**config.mk**
```make
export PLATFORM = sky130hd
export DESIGN_NAME = cpu_interlock
export DESIGN_NICKNAME = d
export VERILOG_FILES = /design/src/rtl/cpu_interlock.sv
export SDC_FILE = /design/constraint.sdc
export NUM_CORES = 1
export LEC_CHECK = 0
export BUFFER_PORTS_ARGS = -buffer_cell sky130_fd_sc_hd__clkbuf_2
export CAP_MARGIN = 25
export CORE_MARGIN = 2
export CORE_UTILIZATION = 45
export DETAILED_ROUTE_END_ITERATION = 8
export HOLD_SLACK_MARGIN = 0.03
export MAX_ROUTING_LAYER = met4
export PLACE_DENSITY = 0.64
export SLEW_MARGIN = 30
export SYNTH_ARGS = -nofsm -noshare
export SYNTH_HDL_FRONTEND = slang
export SYNTH_SLANG_ARGS = --single-unit
```
**constraint.sdc**
```tcl
create_clock -name clk_i -period 2.6 [get_ports clk_i]
set_input_delay 0.39 -clock clk_i [delete_from_list [all_inputs] [get_ports clk_i]]
set_output_delay 0.39 -clock clk_i [all_outputs]
set_load 0.02 [all_outputs]
```
**src/rtl/cpu_interlock.sv**
```systemverilog
// ============================================================================
// cpu_interlock
// ----------------------------------------------------------------------------
// Register scoreboard / issue interlock for an in-order pipeline.
//
// Each of the 16 architectural registers has a 2-bit counter of writes that
// have issued but not yet retired through writeback. Decode is stalled while
// it wants to read a register with an outstanding write, or while it wants to
// add a fourth outstanding write to a register whose counter is already full.
// A flush discards every outstanding write.
//
// Optional feature (compile-time macro):
//   CPU_INTERLOCK_WB_BYPASS_EN - a read of register r does not stall when
//       exactly one write to r is outstanding and that write retires in the
//       same cycle (the writeback value is forwarded to decode).
//
// Ports:
//   clk_i        in   1  clock, rising edge
//   rst_i        in   1  asynchronous active-high reset
//   dec_valid_i  in   1  decode has an instruction requesting issue
//   dec_ra_en_i  in   1  operand A read enable
//   dec_ra_i     in   4  operand A register index
//   dec_rb_en_i  in   1  operand B read enable
//   dec_rb_i     in   4  operand B register index
//   dec_we_i     in   1  destination write enable
//   dec_wi_i     in   4  destination register index
//   wb_we_i      in   1  writeback retire enable
//   wb_wi_i      in   4  writeback register index
//   flush_i      in   1  discard all in-flight writes
//   stall_o      out  1  hold decode and fetch this cycle (combinational)
//   issue_o      out  1  instruction accepted this cycle (combinational)
//   busy_o       out 16  bit n set when register n has a pending write
//   stall_cnt_o  out 16  saturating count of stalled cycles
//   err_o        out  1  sticky: writeback retired with nothing pending
// ============================================================================
module cpu_interlock (
    input  logic        clk_i,
    input  logic        rst_i,
    input  logic        dec_valid_i,
    input  logic        dec_ra_en_i,
    input  logic [3:0]  dec_ra_i,
    input  logic        dec_rb_en_i,
    input  logic [3:0]  dec_rb_i,
    input  logic        dec_we_i,
    input  logic [3:0]  dec_wi_i,
    input  logic        wb_we_i,
    input  logic [3:0]  wb_wi_i,
    input  logic        flush_i,
    output logic        stall_o,
    output logic        issue_o,
    output logic [15:0] busy_o,
    output logic [15:0] stall_cnt_o,
    output logic        err_o
);

    localparam logic [1:0]  CNT_ZERO = 2'd0;
    localparam logic [1:0]  CNT_ONE  = 2'd1;
    localparam logic [1:0]  CNT_FULL = 2'd3;
    localparam logic [15:0] SAT_MAX  = 16'hFFFF;

    // Scoreboard state
    logic [1:0]  cnt_r [16];
    logic [15:0] busy_r;
    logic [15:0] stall_cnt_r;
    logic        err_r;

    // Combinational decode of the current request
    logic [1:0]  ra_cnt_s;
    logic [1:0]  rb_cnt_s;
    logic [1:0]  wi_cnt_s;
    logic [1:0]  wb_cnt_s;
    logic        ra_fwd_s;
    logic        rb_fwd_s;
    logic        ra_hazard_s;
    logic        rb_hazard_s;
    logic        full_hazard_s;
    logic        hazard_s;
    logic        stall_s;
    logic        issue_s;

    // Per-register update requests and next state
    logic [15:0] inc_vec_s;
    logic [15:0] dec_vec_s;
    logic [1:0]  cnt_nxt_s [16];
    logic [15:0] busy_nxt_s;
    logic        err_set_s;
    logic [15:0] stall_cnt_nxt_s;

    // Look up the counters addressed by decode and writeback.
    always_comb begin
        ra_cnt_s = cnt_r[dec_ra_i];
        rb_cnt_s = cnt_r[dec_rb_i];
        wi_cnt_s = cnt_r[dec_wi_i];
        wb_cnt_s = cnt_r[wb_wi_i];
    end

    // Writeback forwarding: a lone pending write retiring this cycle can feed
    // the reader directly, so that read need not wait for the counter to drop.
    always_comb begin
        ra_fwd_s = 1'b0;
        rb_fwd_s = 1'b0;
`ifdef CPU_INTERLOCK_WB_BYPASS_EN
        ra_fwd_s = wb_we_i && (wb_wi_i == dec_ra_i) && (ra_cnt_s == CNT_ONE);
        rb_fwd_s = wb_we_i && (wb_wi_i == dec_rb_i) && (rb_cnt_s == CNT_ONE);
`else
        ra_fwd_s = 1'b0;
        rb_fwd_s = 1'b0;
`endif
    end

    // Hazard detection and the issue/stall handshake.
    always_comb begin
        ra_hazard_s   = dec_ra_en_i && (ra_cnt_s != CNT_ZERO) && !ra_fwd_s;
        rb_hazard_s   = dec_rb_en_i && (rb_cnt_s != CNT_ZERO) && !rb_fwd_s;
        full_hazard_s = dec_we_i && (wi_cnt_s == CNT_FULL);
        hazard_s      = dec_valid_i && (ra_hazard_s || rb_hazard_s || full_hazard_s);
        stall_s       = hazard_s && !flush_i;
        issue_s       = dec_valid_i && !stall_s && !flush_i;
    end

    // One-hot increment / decrement requests per register.
    always_comb begin
        inc_vec_s = 16'd0;
        dec_vec_s = 16'd0;
        if (issue_s && dec_we_i) begin
            inc_vec_s = 16'd1 << dec_wi_i;
        end else begin
            inc_vec_s = 16'd0;
        end
        if (wb_we_i) begin
            dec_vec_s = 16'd1 << wb_wi_i;
        end else begin
            dec_vec_s = 16'd0;
        end
    end

    // Next counter values. A flush wins over everything; an issue and a
    // retire to the same register cancel each other out. A retire against an
    // empty counter leaves it at zero (the error path records it instead).
    always_comb begin
        for (int n = 0; n < 16; n++) begin
            cnt_nxt_s[n] = cnt_r[n];
            if (flush_i) begin
                cnt_nxt_s[n] = CNT_ZERO;
            end else if (inc_vec_s[n] && dec_vec_s[n]) begin
                cnt_nxt_s[n] = cnt_r[n];
            end else if (inc_vec_s[n]) begin
                cnt_nxt_s[n] = cnt_r[n] + CNT_ONE;
            end else if (dec_vec_s[n] && (cnt_r[n] != CNT_ZERO)) begin
                cnt_nxt_s[n] = cnt_r[n] - CNT_ONE;
            end else begin
                cnt_nxt_s[n] = cnt_r[n];
            end
            busy_nxt_s[n] = (cnt_nxt_s[n] != CNT_ZERO);
        end
    end

    // Unmatched retire detection and stall counter saturation.
    always_comb begin
        err_set_s       = !flush_i && wb_we_i && (wb_cnt_s == CNT_ZERO);
        stall_cnt_nxt_s = stall_cnt_r;
        if (stall_s && (stall_cnt_r != SAT_MAX)) begin
            stall_cnt_nxt_s = stall_cnt_r + 16'd1;
        end else begin
            stall_cnt_nxt_s = stall_cnt_r;
        end
    end

    // Scoreboard counters and busy mirror; reset discards all in-flight state.
    always_ff @(posedge clk_i or posedge rst_i) begin
        if (rst_i) begin
            for (int n = 0; n < 16; n++) begin
                cnt_r[n] <= CNT_ZERO;
            end
            busy_r <= 16'd0;
        end else begin
            for (int n = 0; n < 16; n++) begin
                cnt_r[n] <= cnt_nxt_s[n];
            end
            busy_r <= busy_nxt_s;
        end
    end

    // Stall statistics and the sticky error flag.
    always_ff @(posedge clk_i or posedge rst_i) begin
        if (rst_i) begin
            stall_cnt_r <= 16'd0;
            err_r       <= 1'b0;
        end else begin
            stall_cnt_r <= stall_cnt_nxt_s;
            err_r       <= err_r || err_set_s;
        end
    end

    assign stall_o     = stall_s;
    assign issue_o     = issue_s;
    assign busy_o      = busy_r;
    assign stall_cnt_o = stall_cnt_r;
    assign err_o       = err_r;

endmodule
```
* Yosys cells after proc, flatten, opt, wreduce, memory -nomap -nowiden
Index checks and enable logic that the tools add are counted.
Operators by class: reduce and logical (&&, ||, !) cells 83, $add $sub $neg 33, muxes and demuxes 78, order comparisons 4, bitwise operators 4, shift-type cells 2, eq/ne operators 2
Operators with widths (count):
- $mux W2 | 72
- $reduce_bool A2 Y1 | 34
- $logic_and A1 B1 Y1 | 43
- $add A2 B1 Y2 const B | 16
- $bmux W2 S4 | 4
- $mux W16 | 2
- $shl A1 B4 Y16 const A | 2
- $sub A2 B1 Y2 const B | 16
- $ge A5 B5 Y1 const B | 4
- $not A4 Y5 | 4
- $add A16 B1 Y16 const B | 1
- $ne A16 B16 Y1 const B | 1
- $logic_or A1 B1 Y1 | 3
- $eq A2 B2 Y1 const B | 1
- $logic_not A1 Y1 | 2
- $logic_not A2 Y1 | 1
Word-level totals: logic and storage cells 225, output and inout bits 35, flip-flop bits (word level) 65

* Logic depth before layout (Yosys ltp)
Gate-level depths: netlist of the first run.
depth in word-level cells 19, mapped depth 11, depth with buffers taken out 8

* Worst setup path after synthesis of the first run
Ideal clock, no wire load.
kind input-to-reg, start point in dec_rb_i[2], end point reg stall_cnt_r[1] (netlist: stall_cnt_o[1]), setup slack -0.209 ns, arrival time 2.684 ns, library setup time 0.125 ns, path buffers 2, stages on the path 8, cells stage by stage buf_2 > mux4_2 > o32ai_1 > nand2_2 > a31oi_1 > and2_1 > buf_2 > mux2_2
Between the ends: word-level cells in the longest chain between the ends 11
RTL lines:
- start: declaration | line 43 | input logic [3:0] dec_rb_i,
- $not A4 Y5 (not written as such) | line 92 | rb_cnt_s = cnt_r[dec_rb_i];
- $bmux W2 S4 | line 92
- $mux W2 (not written as such) (2 in series) | line 92
- $reduce_bool A2 Y1 | line 114 | rb_hazard_s = dec_rb_en_i && (rb_cnt_s != CNT_ZERO) && !rb_fwd_s;
- $logic_and A1 B1 Y1 | line 114
- $logic_or A1 B1 Y1 (2 in series) | line 116 | hazard_s = dec_valid_i && (ra_hazard_s || rb_hazard_s || full_hazard_s);
- $logic_and A1 B1 Y1 | line 116
- $logic_and A1 B1 Y1 | line 117 | stall_s = hazard_s && !flush_i;
- via stall_o | line 49 | output logic stall_o,
- $logic_and A1 B1 Y1 | line 162 | if (stall_s && (stall_cnt_r != SAT_MAX)) begin
- end signal: assignment | line 190 | stall_cnt_r <= stall_cnt_nxt_s;
- end: declaration | line 64 | logic [15:0] stall_cnt_r;
The timed path passes the listed nets, and every way through them passes these cells. The select of a mux whose other input is x is not followed. A chain may end at the register's enable or synchronous reset.

* Worst setup path in the final report of the first run
start point reg cnt_r[22] (netlist bit), end point out issue_o
Between the ends: word-level cells in the longest chain between the ends 12, elaborated cells between the ends (all ways) 22, those cells by class eq/ne (1); mux (9); reduce/logical (12)
RTL lines:
- start: declaration | line 62 | logic [1:0] cnt_r [16];
- start signal: indexed assignment | line 178 | cnt_r[n] <= cnt_nxt_s[n];
- $bmux W2 S4 (on tied branches) | line 91, 92
- $mux W2 (on tied branches) (2 in series) | line 91, 92
- $reduce_bool A2 Y1 (on tied branches) | line 113, 114
- $logic_and A1 B1 Y1 (on tied branches) | line 113, 114
- $logic_or A1 B1 Y1 | line 116
- $logic_or A1 B1 Y1 * | line 116
- $logic_and A1 B1 Y1 * | line 116
- $logic_and A1 B1 Y1 * | line 117
- $logic_not A1 Y1 * | line 118 | issue_s = dec_valid_i && !stall_s && !flush_i;
- $logic_and A1 B1 Y1 * (2 in series) | line 118
- end: declaration | line 50 | output logic issue_o,
Every way passes the cells marked *; elsewhere a longest branch is shown, timed or not. The select of a mux whose other input is x is not followed.

==> reports/qor.log, run 1 <==
qor: run_status.run_status complete, but fails checks
qor: run_status.failed_checks setup timing
qor: routing.drt_iter0_drc 304
qor: layout.filler_cell_count 881
qor: routing.via_per_inst 5.684
qor: power_and_ir_drop.power.net_switching 0.7559 mW
qor: logic_synthesis.mappedNetlistNets 583
qor: sta.max_clock_freq 362.7 MHz
qor: sta.setup_viol 18
qor: logic_synthesis.synth-main-ff-cell sky130_fd_sc_hd__dfrtp_1
qor: sta.hold_viol_final 0
qor: die.initial_core_util 0.4602
qor: worst_setup_path.timing.critical_path.required 2.21 ns
qor: logic_synthesis.synth.yosys.warnings 0
qor: placement.gp_congestion 0.9549
qor: logic_synthesis.syn-mean-instance-area 8.726 sq um
qor: logic_synthesis.yosysUniqueCellTypes 64
qor: power_and_ir_drop.power_switching_share 0.2853
qor: routing.vias 4638
qor: sta.worst-slew-pin-transition 0.6437 ns
qor: clocking.cts_hold_repair.buffers 0
qor: die.die_height 106.5 microns
qor: power_and_ir_drop.power.share.combinational 0.191
qor: routing.antenna_violating_nets_post_route 0
qor: worst_setup_path.max_fo_critical_path 5
qor: global_route.grt_start_max_net_pins 39
qor: worst_setup_path.worst-endpoint-arrival 2.37 ns
qor: die.chipWidth 106.5 microns
qor: clocking.clock_latency_of_the_later_clocked_register_in_the_worst_skew_pair 0.37 ns
qor: clocking.cts_tree yes
qor: die.std_cell_rows 37
qor: placement.placedInstanceArea 5653 sq um
qor: logic_synthesis.yosysSeqAreaShare 0.3439
qor: power_and_ir_drop.total_power 2.649 mW
qor: die.io-pin-count 59
qor: worst_setup_path.path_buf_inv 2
qor: routing.totalWireLength 14870 microns
qor: routing.remaining_drcs 0
qor: die.core 10280 sq um
qor: power_and_ir_drop.intPower 1.893 mW
qor: worst_hold_path.worst_hold_path_type input port to asynchronous set/reset pin
qor: worst_setup_path.crit_path_start_kind register
qor: clocking.cts-buffers-inserted 9
qor: logic_synthesis.synth-seq-cells 65
qor: global_route.antenna_violations_before_repair 0
qor: sta.fin_skew 0.008953 ns
qor: layout.final_layout_size_suffix_gt1_frac 0.3574
qor: sta.grt_setup_unrepaired true
qor: clocking.cts-htree-levels 3
qor: layout.final_nets 716
qor: worst_setup_path.worstSetupEndpointType primary output
qor: global_route.grt_first_pass_wirelength 23690 microns
qor: logic_synthesis.netlist_area 4730 sq um
qor: power_and_ir_drop.power_frac_seq 0.410
qor: placement.port_buffers 58
qor: layout.synthToLayoutAreaGrowth 36.85%
qor: clocking.max-clock-path-buffers 2
qor: routing.detailedRoute.firstPassIterationCount 4
qor: global_route.grt_use_total 0.2829
qor: clocking.cts.sink_count 65
qor: logic_synthesis.post_synth_inst_count 542
qor: layout.insertedDiodeCount 0
qor: global_route.first_global_vias 4590
qor: sta.slew_viol_final 0
qor: worst_setup_path.timing.critical_path.slowest_stage_cell sky130_fd_sc_hd__or4b_4
qor: clocking.root_buffer sky130_fd_sc_hd__clkbuf_8
qor: power_and_ir_drop.power.leakage 2.776 nW
qor: power_and_ir_drop.power_density 409.3 nW/um^2
qor: die.fp.dieArea 11350 sq um
qor: worst_setup_path.timing.critical_path.cells or4b_4, a41oi_4, o32ai_4, nand2_2, nand3_4, buf_6, nor2_4, buf_8
qor: layout.finish.instance_area 6472 sq um
qor: placement.dp_hpwl 11140 microns
qor: worst_setup_path.slowest_delay 0.54 ns
qor: clocking.clkSlewWorstSetupHoldPaths 0.07 ns
qor: global_route.grt-ovfl-total 0
qor: sta.fin_crit_share 1.060
qor: logic_synthesis.synth_edf_count 0
qor: power_and_ir_drop.power.ir.vdd_worst 284.0 uV
qor: logic_synthesis.share_of_async_settable_or_async_resettable_flops_after_synthesis 1.000
qor: sta.timing.max_slew.rel_slack 0.5703
qor: power_and_ir_drop.p_clk_frac 0.399
qor: worst_setup_path.timing_worst_setup_path_type register to primary output
qor: sta.timing.final.crit_period 2.757 ns
qor: worst_setup_path.path_delay_family simple AND/OR/NAND/NOR gates
qor: routing.routed_wire_length_per_instance 18.22 microns
qor: sta.timing.final.ws_setup -0.1569 ns
qor: flow_run.maxCapViolations 0
-- layer usage --
| layer | track usage | vias to the layer above | share of wire |
|---|---|---|---|
| li1 | - | 2209 | - |
| met3 | 0.04598 | 20 | 0.041 |
| met4 | 0.08905 | 0 | 0.018 |
| met1 | 0.3616 | 2285 | 0.44 |
| met5 | - | - | 0 |
| met2 | 0.4634 | 124 | 0.50 |
-- power by group through the flow --
stage | clock network, mW | logic (mW) | registers, mW
3_5_place_dp | 0 | 0.427 | 1.11
2_1_floorplan | 0 | 0.209 | 1.14
4_1_cts | 1.07 | 0.471 | 1.09
3_3_place_gp | 0 | 0.415 | 1.10
5_1_grt | 1.12 | 0.544 | 1.09
6_report | 1.06 | 0.506 | 1.09
-- layout make-up --
class / count / area (sq um) / share of cell area
clock buffers: 11 / 131.4 / 0.02030
clock inverters: 5 / 103.9 / 0.01604
inverters: 43 / 162.7 / 0.02513
multi-input cells: 410 / 3224 / 0.4982
flip-flops and latches: 65 / 1632 / 0.2521
well taps: 136 / 170.2 / 0.02629
repair buffers: 146 / 1049 / 0.1620
-- cells in the final DEF (no fill, tap or decap), types with 5 or more instances in the layout --
cell type                  count
sky130_fd_sc_hd__buf_4        73
sky130_fd_sc_hd__nor2_2        5
sky130_fd_sc_hd__inv_1        41
sky130_fd_sc_hd__a21oi_1      20
sky130_fd_sc_hd__buf_6        12
sky130_fd_sc_hd__nand3_1      23
sky130_fd_sc_hd__nor2_1       70
sky130_fd_sc_hd__mux4_2       11
sky130_fd_sc_hd__clkbuf_2     56
sky130_fd_sc_hd__ha_1         17
sky130_fd_sc_hd__o211ai_1      6
sky130_fd_sc_hd__mux2i_1      25
sky130_fd_sc_hd__xnor2_1      22
sky130_fd_sc_hd__clkbuf_8      9
sky130_fd_sc_hd__o21ai_0      11
sky130_fd_sc_hd__nand2b_1      6
sky130_fd_sc_hd__dfrtp_1      61
sky130_fd_sc_hd__and3_1        8
sky130_fd_sc_hd__nand4_1      12
sky130_fd_sc_hd__mux2i_4       7
sky130_fd_sc_hd__nand2_1      50
sky130_fd_sc_hd__nor3_1        8
-- cells in the mapped netlist, types with 4 or more instances --
master	count	area share
sky130_fd_sc_hd__a221oi_1	4	0.0074
sky130_fd_sc_hd__xnor2_1	23	0.043
sky130_fd_sc_hd__a211oi_1	5	0.0079
sky130_fd_sc_hd__nor3_1	14	0.015
sky130_fd_sc_hd__clkbuf_1	15	0.012
sky130_fd_sc_hd__dfrtp_1	65	0.34
sky130_fd_sc_hd__a21oi_1	23	0.024
sky130_fd_sc_hd__nand3_1	23	0.024
sky130_fd_sc_hd__mux4_2	11	0.052
sky130_fd_sc_hd__mux2_2	4	0.0095
sky130_fd_sc_hd__buf_2	5	0.0053
sky130_fd_sc_hd__and2_1	6	0.0079
sky130_fd_sc_hd__nand2b_1	6	0.0079
sky130_fd_sc_hd__nor2b_1	4	0.0053
sky130_fd_sc_hd__nand4_1	12	0.016
sky130_fd_sc_hd__o21ai_0	14	0.015
sky130_fd_sc_hd__nand2_1	50	0.040
sky130_fd_sc_hd__ha_1	17	0.045
sky130_fd_sc_hd__nor4_1	7	0.0093
sky130_fd_sc_hd__nor2_1	76	0.060
sky130_fd_sc_hd__o211ai_1	6	0.0095
sky130_fd_sc_hd__and3_1	9	0.012
sky130_fd_sc_hd__inv_1	42	0.033
sky130_fd_sc_hd__mux2i_1	36	0.076
-- sequential cells by signal, summed over array words and instances (netlist names) --
signal / count
busy_o: 16
cnt_r: 32
err_o: 1
stall_cnt_o: 16
-- path summary, 6_finish.rpt --
kind                       depth (start not counted)  slack (ns)                        from                          to
max                                                8       -0.16         cnt_r[22]$_DFF_PP0_                     issue_o
min                                                2        0.09                       rst_i          cnt_r[9]$_DFF_PP0_
max reg2reg                                        9       -0.15         cnt_r[22]$_DFF_PP0_         cnt_r[14]$_DFF_PP0_
min reg2reg                                        1        0.51  stall_cnt_o[9]$_DFFE_PP0P_  stall_cnt_o[9]$_DFFE_PP0P_
max in group asynchronous                          3        1.88                       rst_i         cnt_r[29]$_DFF_PP0_
min in group clk_i                                 2        0.36                     wb_we_i             err_o$_DFF_PP0_
-- cell families (layout without fill, tap and decap cells) --
family          count (synthesis)  in the layout  synth area share
mux                            52             52            0.1405
buf+inv                        67            205           0.05820
compound gates                 81             81            0.1177
fa+ha+maj                      17             17           0.04497
simple gates                  234            234            0.2466
flops                          65             65            0.3439
xor+xnor                       26             26           0.04815
-- metrics by stage --
stage / setup WS, ns / hold WS (ns) / utilization / instances / TNS (ns)
after global routing: -0.2306 / 0.1498 / 0.6298 / 816 / -3.271
after global placement: -0.1699 / 0.4592 / 0.5500 / 782 / -2.085
after detailed placement: -0.3099 / 0.4921 / 0.5500 / 782 / -5.576
final: -0.1569 / 0.08547 / 0.6298 / 816 / -1.068
after CTS: -0.1537 / 0.09945 / 0.6037 / 810 / -0.8882
after floorplan: 0.01547 / 0.4834 / - / 542 / 0
-- repair_timing --
| action | in CTS | in global routing |
|---|---|---|
| setup buffers | 11 | 5 |
| gates cloned | 1 | 1 |
| resized for setup | 51 | 50 |
| pin swaps | 18 | 32 |
| endpoints found under the setup margin | 23 | 54 |
No activity file was read; power rests on OpenSTA's default activity.
==> run 2: changes to the inputs <==
BUFFER_PORTS_ARGS = -buffer_cell sky130_fd_sc_hd__buf_2   (was -buffer_cell sky130_fd_sc_hd__clkbuf_2)
==> run 2 against run 1 <==
The run still ends with setup timing left. Critical path depth unchanged. Die area unchanged. First-iteration DRC count down 2.6%. Fmax up 2.3%. Clock-buffer cell count down 1. Power down 3.7%. Clock skew up 0.0088 ns. Critical path type unchanged.
==> reports/qor.log, run 2 (synthesis results as in run 1) <==
qor: layout.final_layout_size_suffix_gt1_frac 0.3471 [-0.01029]
qor: global_route.globalRoute.busiestLayer met2
qor: power_and_ir_drop.power.leakage 2.767 nW [-0.32%]
qor: layout.mostFrequentLayoutCell sky130_fd_sc_hd__buf_4
qor: layout.largest_register_ff_count 32 [unchanged]
qor: run_status.run_status complete, but fails checks
qor: routing.remaining_drcs 0 [unchanged]
qor: sta.setup_total_neg_slack -0.6726 ns [+0.3959 ns]
qor: die.chipWidth 106.5 microns [unchanged]
qor: layout.synthToLayoutAreaGrowth 35.00%
qor: global_route.grt_first_pass_wirelength 22610 microns [-4.6%]
qor: sta.timing.max_slew.rel_slack 0.5442 [-0.02607]
qor: power_and_ir_drop.power.net_switching 0.7580 mW [+0.28%]
qor: routing.vias 4613 [-0.54%]
qor: sta.hold_viol_final 0 [unchanged]
qor: global_route.groute.layer.met1.usage 0.3410 [-0.02060]
qor: layout.regMostFlops cnt_r
qor: global_route.first_global_vias 4569 [-0.46%]
qor: die.initial_core_util 0.4602 [unchanged]
qor: routing.detailedRoute.firstPassIterationCount 5 [+1]
qor: sta.timing.final.ws_setup -0.09616 ns [+0.06076 ns]
qor: power_and_ir_drop.power.ir.vdd_worst 372.9 uV [+31%]
qor: placement.port_buffers 58 [unchanged]
qor: power_and_ir_drop.power_switching_share 0.2971 [+0.01180]
qor: sta.fin_skew 0.01771 ns [+0.008761 ns]
qor: power_and_ir_drop.p_clk_frac 0.383 [-0.016]
qor: power_and_ir_drop.power_frac_seq 0.426 [+0.016]
qor: worst_hold_path.hold_path_depth 2
qor: clocking.cts.sink_count 65 [unchanged]
qor: routing.totalWireLength 14310 microns [-3.7%]
qor: layout.final_nets 716 [unchanged]
qor: sta.worst-slew-pin-transition 0.6775 ns [+0.03380 ns]
qor: placement.gp_congestion 0.9449 [-1.0%]
qor: global_route.grt_use_met2 0.4354 [-0.02793]
qor: sta.grt_setup_unrepaired true
qor: routing.antenna_violating_nets_post_route 0 [unchanged]
qor: global_route.grt-ovfl-total 0 [unchanged]
qor: layout.filler_cell_count 905 [+2.7%]
qor: sta.max_clock_freq 370.9 MHz [+2.3%]
qor: worst_setup_path.worstSetupEndpointType primary output
qor: clocking.max-clock-path-buffers 2 [unchanged]
qor: worst_setup_path.crit_path_start_kind register
qor: worst_setup_path.reg2reg_depth 9 [unchanged]
qor: power_and_ir_drop.power.share.combinational 0.191 [about the same]
qor: layout.insertedDiodeCount 0 [unchanged]
qor: sta.holdWs 0.3325 ns [+0.2470 ns]
qor: power_and_ir_drop.power_density 399.6 nW/um^2 [-2.4%]
qor: die.die_height 106.5 microns [unchanged]
qor: clocking.clock_latency_of_the_later_clocked_register_in_the_worst_skew_pair 0.38 ns [about the same]
qor: clocking.clkSlewWorstSetupHoldPaths 0.07 ns [about the same]
qor: worst_setup_path.timing_worst_setup_path_type register to primary output
qor: flow_run.maxCapViolations 0 [unchanged]
qor: clocking.cts-htree-levels 3 [unchanged]
qor: die.std_cell_rows 37 [unchanged]
qor: routing.drt_iter0_drc 296 [-2.6%]
qor: die.io-pin-count 59 [unchanged]
qor: global_route.use_met3 0.04169 [-0.004292]
qor: worst_setup_path.max_fo_critical_path 12 [+7]
qor: global_route.grt_start_max_net_pins 29 [-26%]
qor: power_and_ir_drop.intPower 1.793 mW [-5.3%]
qor: sta.fin_crit_share 1.037 [-0.02337]
qor: global_route.antenna_violations_before_repair 0 [unchanged]
qor: worst_setup_path.worst-endpoint-arrival 2.31 ns [-0.06 ns]
qor: worst_setup_path.timing.critical_path.required 2.21 ns [about the same]
qor: placement.dp_hpwl 11090 microns [-0.47%]
qor: placement.detailedPlace.worstSlack -0.2567 ns [+0.05311 ns]
qor: layout.mostFrequentLayoutCells sky130_fd_sc_hd__buf_4 (76), sky130_fd_sc_hd__nor2_1 (68), sky130_fd_sc_hd__dfrtp_1 (64)
qor: routing.via_per_inst 5.653 [-0.54%]
qor: clocking.cts-buffers-inserted 9 [unchanged]
qor: sta.setup_viol 12 [-6]
qor: global_route.grt_use_total 0.2698 [-0.01307]
qor: worst_setup_path.reg2reg_slack -0.08 ns [+0.07 ns]
qor: sta.timing.final.crit_period 2.696 ns [-0.06076 ns]
qor: clocking.root_buffer sky130_fd_sc_hd__clkbuf_8
qor: power_and_ir_drop.total_power 2.551 mW [-3.7%]
qor: die.core 10280 sq um [unchanged]
qor: sta.slew_viol_final 0 [unchanged]
qor: routing.routed_wire_length_per_instance 17.54 microns [-3.7%]
qor: run_status.failed_checks setup timing
qor: worst_hold_path.worst_hold_path_type input port to register
qor: die.fp.dieArea 11350 sq um [unchanged]
qor: clocking.cts_tree yes
[run 2: cell types whose count changed in the layout (fill, tap and decap cells not counted), moves of 3 or more]
cell                       delta
sky130_fd_sc_hd__buf_2       +56
sky130_fd_sc_hd__clkbuf_2    -56
sky130_fd_sc_hd__o21ai_0      +3
sky130_fd_sc_hd__mux2i_4      -4
sky130_fd_sc_hd__buf_4        +3
sky130_fd_sc_hd__dfrtp_2      -3
sky130_fd_sc_hd__mux2i_2      +4
sky130_fd_sc_hd__buf_6        -3
sky130_fd_sc_hd__dfrtp_1      +3
sky130_fd_sc_hd__o21ai_1      -3
[run 2: path summary, 6_finish.rpt]
path	startpoint	to
max	cnt_r[2]$_DFF_PP0_	stall_o
min	wb_we_i	err_o$_DFF_PP0_
min reg2reg	err_o$_DFF_PP0_	err_o$_DFF_PP0_
min in group asynchronous	rst_i	stall_cnt_o[14]$_DFFE_PP0P_
max in group asynchronous	rst_i	busy_o[1]$_DFF_PP0_
max reg2reg	cnt_r[23]$_DFF_PP0_	busy_o[3]$_DFF_PP0_
[run 2: worst max-delay path, stage by stage (launching register included)]
cell	delay, ns
sky130_fd_sc_hd__dfrtp_2	0.46
sky130_fd_sc_hd__buf_4	0.16
sky130_fd_sc_hd__and3_1	0.15
sky130_fd_sc_hd__a311oi_2	0.27
sky130_fd_sc_hd__a211oi_2	0.10
sky130_fd_sc_hd__nor4_4	0.25
sky130_fd_sc_hd__buf_4	0.27
sky130_fd_sc_hd__a31oi_4	0.12
sky130_fd_sc_hd__buf_6	0.15
[run 2: metrics by stage]
| step | util | cell area, sq um | cells |
|---|---|---|---|
| final | 0.6213 | 6385 | 816 |
| after detailed placement | 0.5527 | 5680 | 789 |
| after global placement | 0.5527 | 5680 | 789 |
| after CTS | 0.5912 | 6076 | 809 |
| after floorplan | - | 4755 | 542 |
| after global routing | 0.6213 | 6385 | 816 |
[run 2: power by group through the flow]
stage	combinational, mW	sequential, mW	clock (mW)
2_1_floorplan	0.209	1.14	0
3_3_place_gp	0.412	1.10	0
3_5_place_dp	0.423	1.11	0
4_1_cts	0.451	1.09	1.00
6_report	0.488	1.09	0.977
5_1_grt	0.523	1.09	1.03
[run 2: final cells by class]
| cell class | count | area, sq um | area share |
|---|---|---|---|
| clock buffer | 10 | 127.6 | 0.01999 |
| clock inverter | 6 | 90.09 | 0.01411 |
| tap | 136 | 170.2 | 0.02665 |
| timing repair buffer | 146 | 1037 | 0.1625 |
| multi-input combinational | 410 | 3169 | 0.4964 |
| sequential | 65 | 1628 | 0.2549 |
| inverter | 43 | 162.7 | 0.02548 |
[run 2: layer usage]
metal  wire length, microns  vias to the layer above
met5                      0                        -
met4                    348                        0
met3                    698                       32
met2                   7039                      137
met1                   6227                     2246
li1                       -                     2198
[run 2: repair_timing]
item | 4_1_cts | 5_1_grt
buffers inserted | 3 | 7
endpoints found under the hold margin | 16 | 0
hold buffers | 1 | 0
setup endpoints to repair | 23 | 47
resized for setup | 30 | 53
pin swaps | 13 | 19
gates cloned | 0 | 1
==> run 3: changes to the inputs <==
CORE_ASPECT_RATIO = 0.8   (was default)
CTS_CLUSTER_DIAMETER = 40   (was default)
==> run 3 against run 2 <==
The run still ends with setup timing left. Combinational power up 1%. Global-route usage up 0.92 points. Die area about the same. Via count up 0.76%. Design area up 0.96%. Sequential cell count unchanged. Register-to-register slack worse by 0.09 ns. Utilization up 0.83 points. Sequential share of layout area down 0.20 points. Critical path depth up 2. Clock skew down 0.012 ns. Power up 4.0%. Largest power group unchanged.
==> reports/qor.log, run 3 (synthesis results as in run 1) <==
qor: placement.detailedPlace.worstSlack -0.2911 ns [-0.03440 ns]
qor: worst_setup_path.slowest_delay 0.55 ns [+0.09 ns]
qor: worst_setup_path.worstReg2RegStart cnt_r[28]$_DFF_PP0_
qor: worst_setup_path.path_delay_family compound AO/OA/AOI/OAI gates
qor: routing.drt_iter0_drc 366 [+24%]
qor: run_status.failed_checks setup timing
qor: global_route.grt-ovfl-total 0 [unchanged]
qor: sta.worst-slew-pin-transition 0.5165 ns [-0.1609 ns]
qor: clocking.root_buffer sky130_fd_sc_hd__clkbuf_16
qor: routing.remaining_drcs 0 [unchanged]
qor: layout.final_layout_size_suffix_gt1_frac 0.3599 [+0.01282]
qor: placement.place_inst 790 [+0.13%]
qor: worst_setup_path.worstSetupEndpointType register
qor: layout.mostFrequentLayoutCells sky130_fd_sc_hd__buf_4 (79), sky130_fd_sc_hd__nor2_1 (68), sky130_fd_sc_hd__dfrtp_1 (62)
qor: worst_setup_path.reg2reg_depth 10 [+1]
qor: routing.detailedRoute.firstPassIterationCount 5 [unchanged]
qor: routing.totalWireLength 14800 microns [+3.4%]
qor: clocking.cts-htree-levels 3 [unchanged]
qor: worst_setup_path.timing.critical_path.cells or4b_1, a41oi_2, o32ai_4, nand2_2, nand3_4, buf_6, buf_12, o31a_1, a2111o_1, o211ai_1
qor: layout.post_layout_instance_count_excluding_filler_cells 818 [+0.25%]
qor: die.core 10240 sq um [-0.37%]
qor: worst_setup_path.path_buf_inv 2 [-1]
qor: sta.max_clock_freq 360.5 MHz [-2.8%]
qor: routing.vias 4648 [+0.76%]
qor: worst_setup_path.reg2reg_slack -0.17 ns [-0.09 ns]
qor: sta.grt_setup_unrepaired true
qor: sta.fin_skew 0.005686 ns [-0.01203 ns]
qor: sta.fin_crit_share 1.067 [+0.02981]
qor: layout.insertedDiodeCount 0 [unchanged]
qor: clocking.max-clock-path-buffers 2 [unchanged]
qor: placement.placedInstanceArea 5675 sq um [about the same]
qor: global_route.first_global_vias 4502 [-1.5%]
qor: die.chipWidth 118.6 microns [+11%]
qor: sta.setup_viol 21 [+9]
qor: worst_setup_path.timing.critical_path.required 2.84 ns [+0.63 ns]
qor: global_route.grt_first_pass_wirelength 23580 microns [+4.3%]
qor: worst_setup_path.worst_r2r_endpoint busy_o[3]$_DFF_PP0_
qor: layout.regMostFlops cnt_r
qor: global_route.grt_start_max_net_pins 31 [+6.9%]
qor: power_and_ir_drop.power_density 411.6 nW/um^2 [+3.0%]
qor: placement.port_buffers 58 [unchanged]
qor: die.io-pin-count 59 [unchanged]
qor: worst_setup_path.timing_worst_setup_path_type register to register
qor: clocking.clkSlewWorstSetupHoldPaths 0.05 ns [-0.02 ns]
qor: die.die_height 95.70 microns [-10%]
qor: layout.filler_cell_count 911 [+0.66%]
qor: die.initial_core_util 0.4619 [+0.001687]
qor: worst_hold_path.hold_path_depth 2 [unchanged]
qor: clocking.cts_tree yes
qor: worst_hold_path.worst_hold_path_type input port to register
qor: clocking.clock_latency_of_the_later_clocked_register_in_the_worst_skew_pair 0.33 ns [-0.05 ns]
qor: power_and_ir_drop.power.leakage 2.802 nW [+1.3%]
qor: sta.timing.final.ws_setup -0.1737 ns [-0.07750 ns]
qor: worst_setup_path.timing.critical_path.slowest_stage_cell sky130_fd_sc_hd__or4b_1
qor: placement.dp_hpwl 11270 microns [+1.7%]
qor: clocking.cts.sink_count 65 [unchanged]
qor: die.fp.dieArea 11350 sq um [about the same]
qor: sta.slew_viol_final 0 [unchanged]
qor: sta.timing.final.crit_period 2.774 ns [+0.07750 ns]
qor: worst_hold_path.min_to err_o$_DFF_PP0_
qor: layout.synthToLayoutAreaGrowth 36.30%
qor: placement.gp_congestion 0.9620 [+1.8%]
qor: global_route.antenna_violations_before_repair 0 [unchanged]
qor: layout.mostFrequentLayoutCell sky130_fd_sc_hd__buf_4
qor: layout.largest_register_ff_count 32 [unchanged]
qor: flow_run.maxCapViolations 0 [unchanged]
qor: run_status.run_status complete, but fails checks
qor: clocking.cts-buffers-inserted 9 [unchanged]
qor: worst_hold_path.min_delay_src wb_we_i
qor: routing.antenna_violating_nets_post_route 0 [unchanged]
qor: sta.hold_viol_final 0 [unchanged]
qor: worst_setup_path.max_fo_critical_path 10 [-2]
qor: power_and_ir_drop.power.ir.vdd_worst 308.8 uV [-17%]
qor: global_route.grt_use_total 0.2790 [+0.009179]
qor: routing.routed_wire_length_per_instance 18.09 microns [+3.1%]
qor: worst_setup_path.crit_path_start_kind register
qor: layout.finish.instance_area 6446 sq um [+0.96%]
qor: routing.via_per_inst 5.682 [+0.51%]
qor: layout.final_nets 718 [+0.28%]
qor: die.std_cell_rows 33 [-11%]
qor: worst_setup_path.worst-endpoint-arrival 3.02 ns [+0.71 ns]
qor: sta.timing.max_slew.rel_slack 0.6556 [+0.1114]
==> run 3: final cells by class <==
| cell class | count | area [sq um] | share of cell area |
|---|---|---|---|
| multi-input combinational | 410 | 3184 | 0.4940 |
| sequential | 65 | 1630 | 0.2529 |
| timing repair buffer | 148 | 1036 | 0.1607 |
| clock buffer | 11 | 252.7 | 0.03921 |
| tap | 140 | 175.2 | 0.02717 |
| inverter | 43 | 162.7 | 0.02523 |
| clock inverter | 1 | 5.005 | 0.0007764 |
==> run 3: per-stage QoR <==
stage	hold slack (ns)	TNS, ns	util	total power [mW]
after detailed placement	0.3362	-7.330	0.5543	1.531
after global routing	0.4218	-3.736	0.6295	2.760
after global placement	0.3317	-5.721	0.5543	1.525
after CTS	0.3886	-1.062	0.6042	2.654
final	0.4011	-1.778	0.6295	2.653
after floorplan	0.4834	0	-	1.349
==> run 3: power breakdown <==
group	leakage [nW]	switching [mW]	total (mW)	internal, mW
Combinational	1.79	0.291	0.493	0.202
Sequential	0.886	0.0351	1.09	1.05
Clock	0.129	0.402	1.07	0.672
==> run 3: worst max-delay path by stage <==
stage | startpoint | end | slack [ns] | depth (start not counted)
after detailed placement | dec_wi_i[1] | stall_cnt_o[1]$_DFFE_PP0P_ | -0.29 | 9
after floorplan | dec_rb_i[2] | stall_cnt_o[1]$_DFFE_PP0P_ | 0.02 | 8
final | cnt_r[28]$_DFF_PP0_ | busy_o[3]$_DFF_PP0_ | -0.17 | 10
after global placement | dec_wi_i[1] | stall_cnt_o[1]$_DFFE_PP0P_ | -0.24 | 9
after CTS | cnt_r[28]$_DFF_PP0_ | issue_o | -0.15 | 9
after global routing | cnt_r[30]$_DFF_PP0_ | busy_o[4]$_DFF_PP0_ | -0.25 | 12
==> run 3: what timing repair did <==
action | 4_1_cts | 5_1_grt
hold buffers | 1 | 0
pin swaps | 14 | 21
hold endpoints to repair | 9 | 0
setup endpoints to repair | 35 | 51
gates resized for setup | 31 | 59
buffers inserted | 13 | 4
==> run 3: routing by layer <==
layer  global-route usage  up-vias  part of all wire
met2               0.3966      170              0.43
li1                     -     2204                 -
met4              0.07639        0            0.0095
met5                    -        -                 0
met1               0.4058     2264              0.49
met3              0.05391       10             0.075
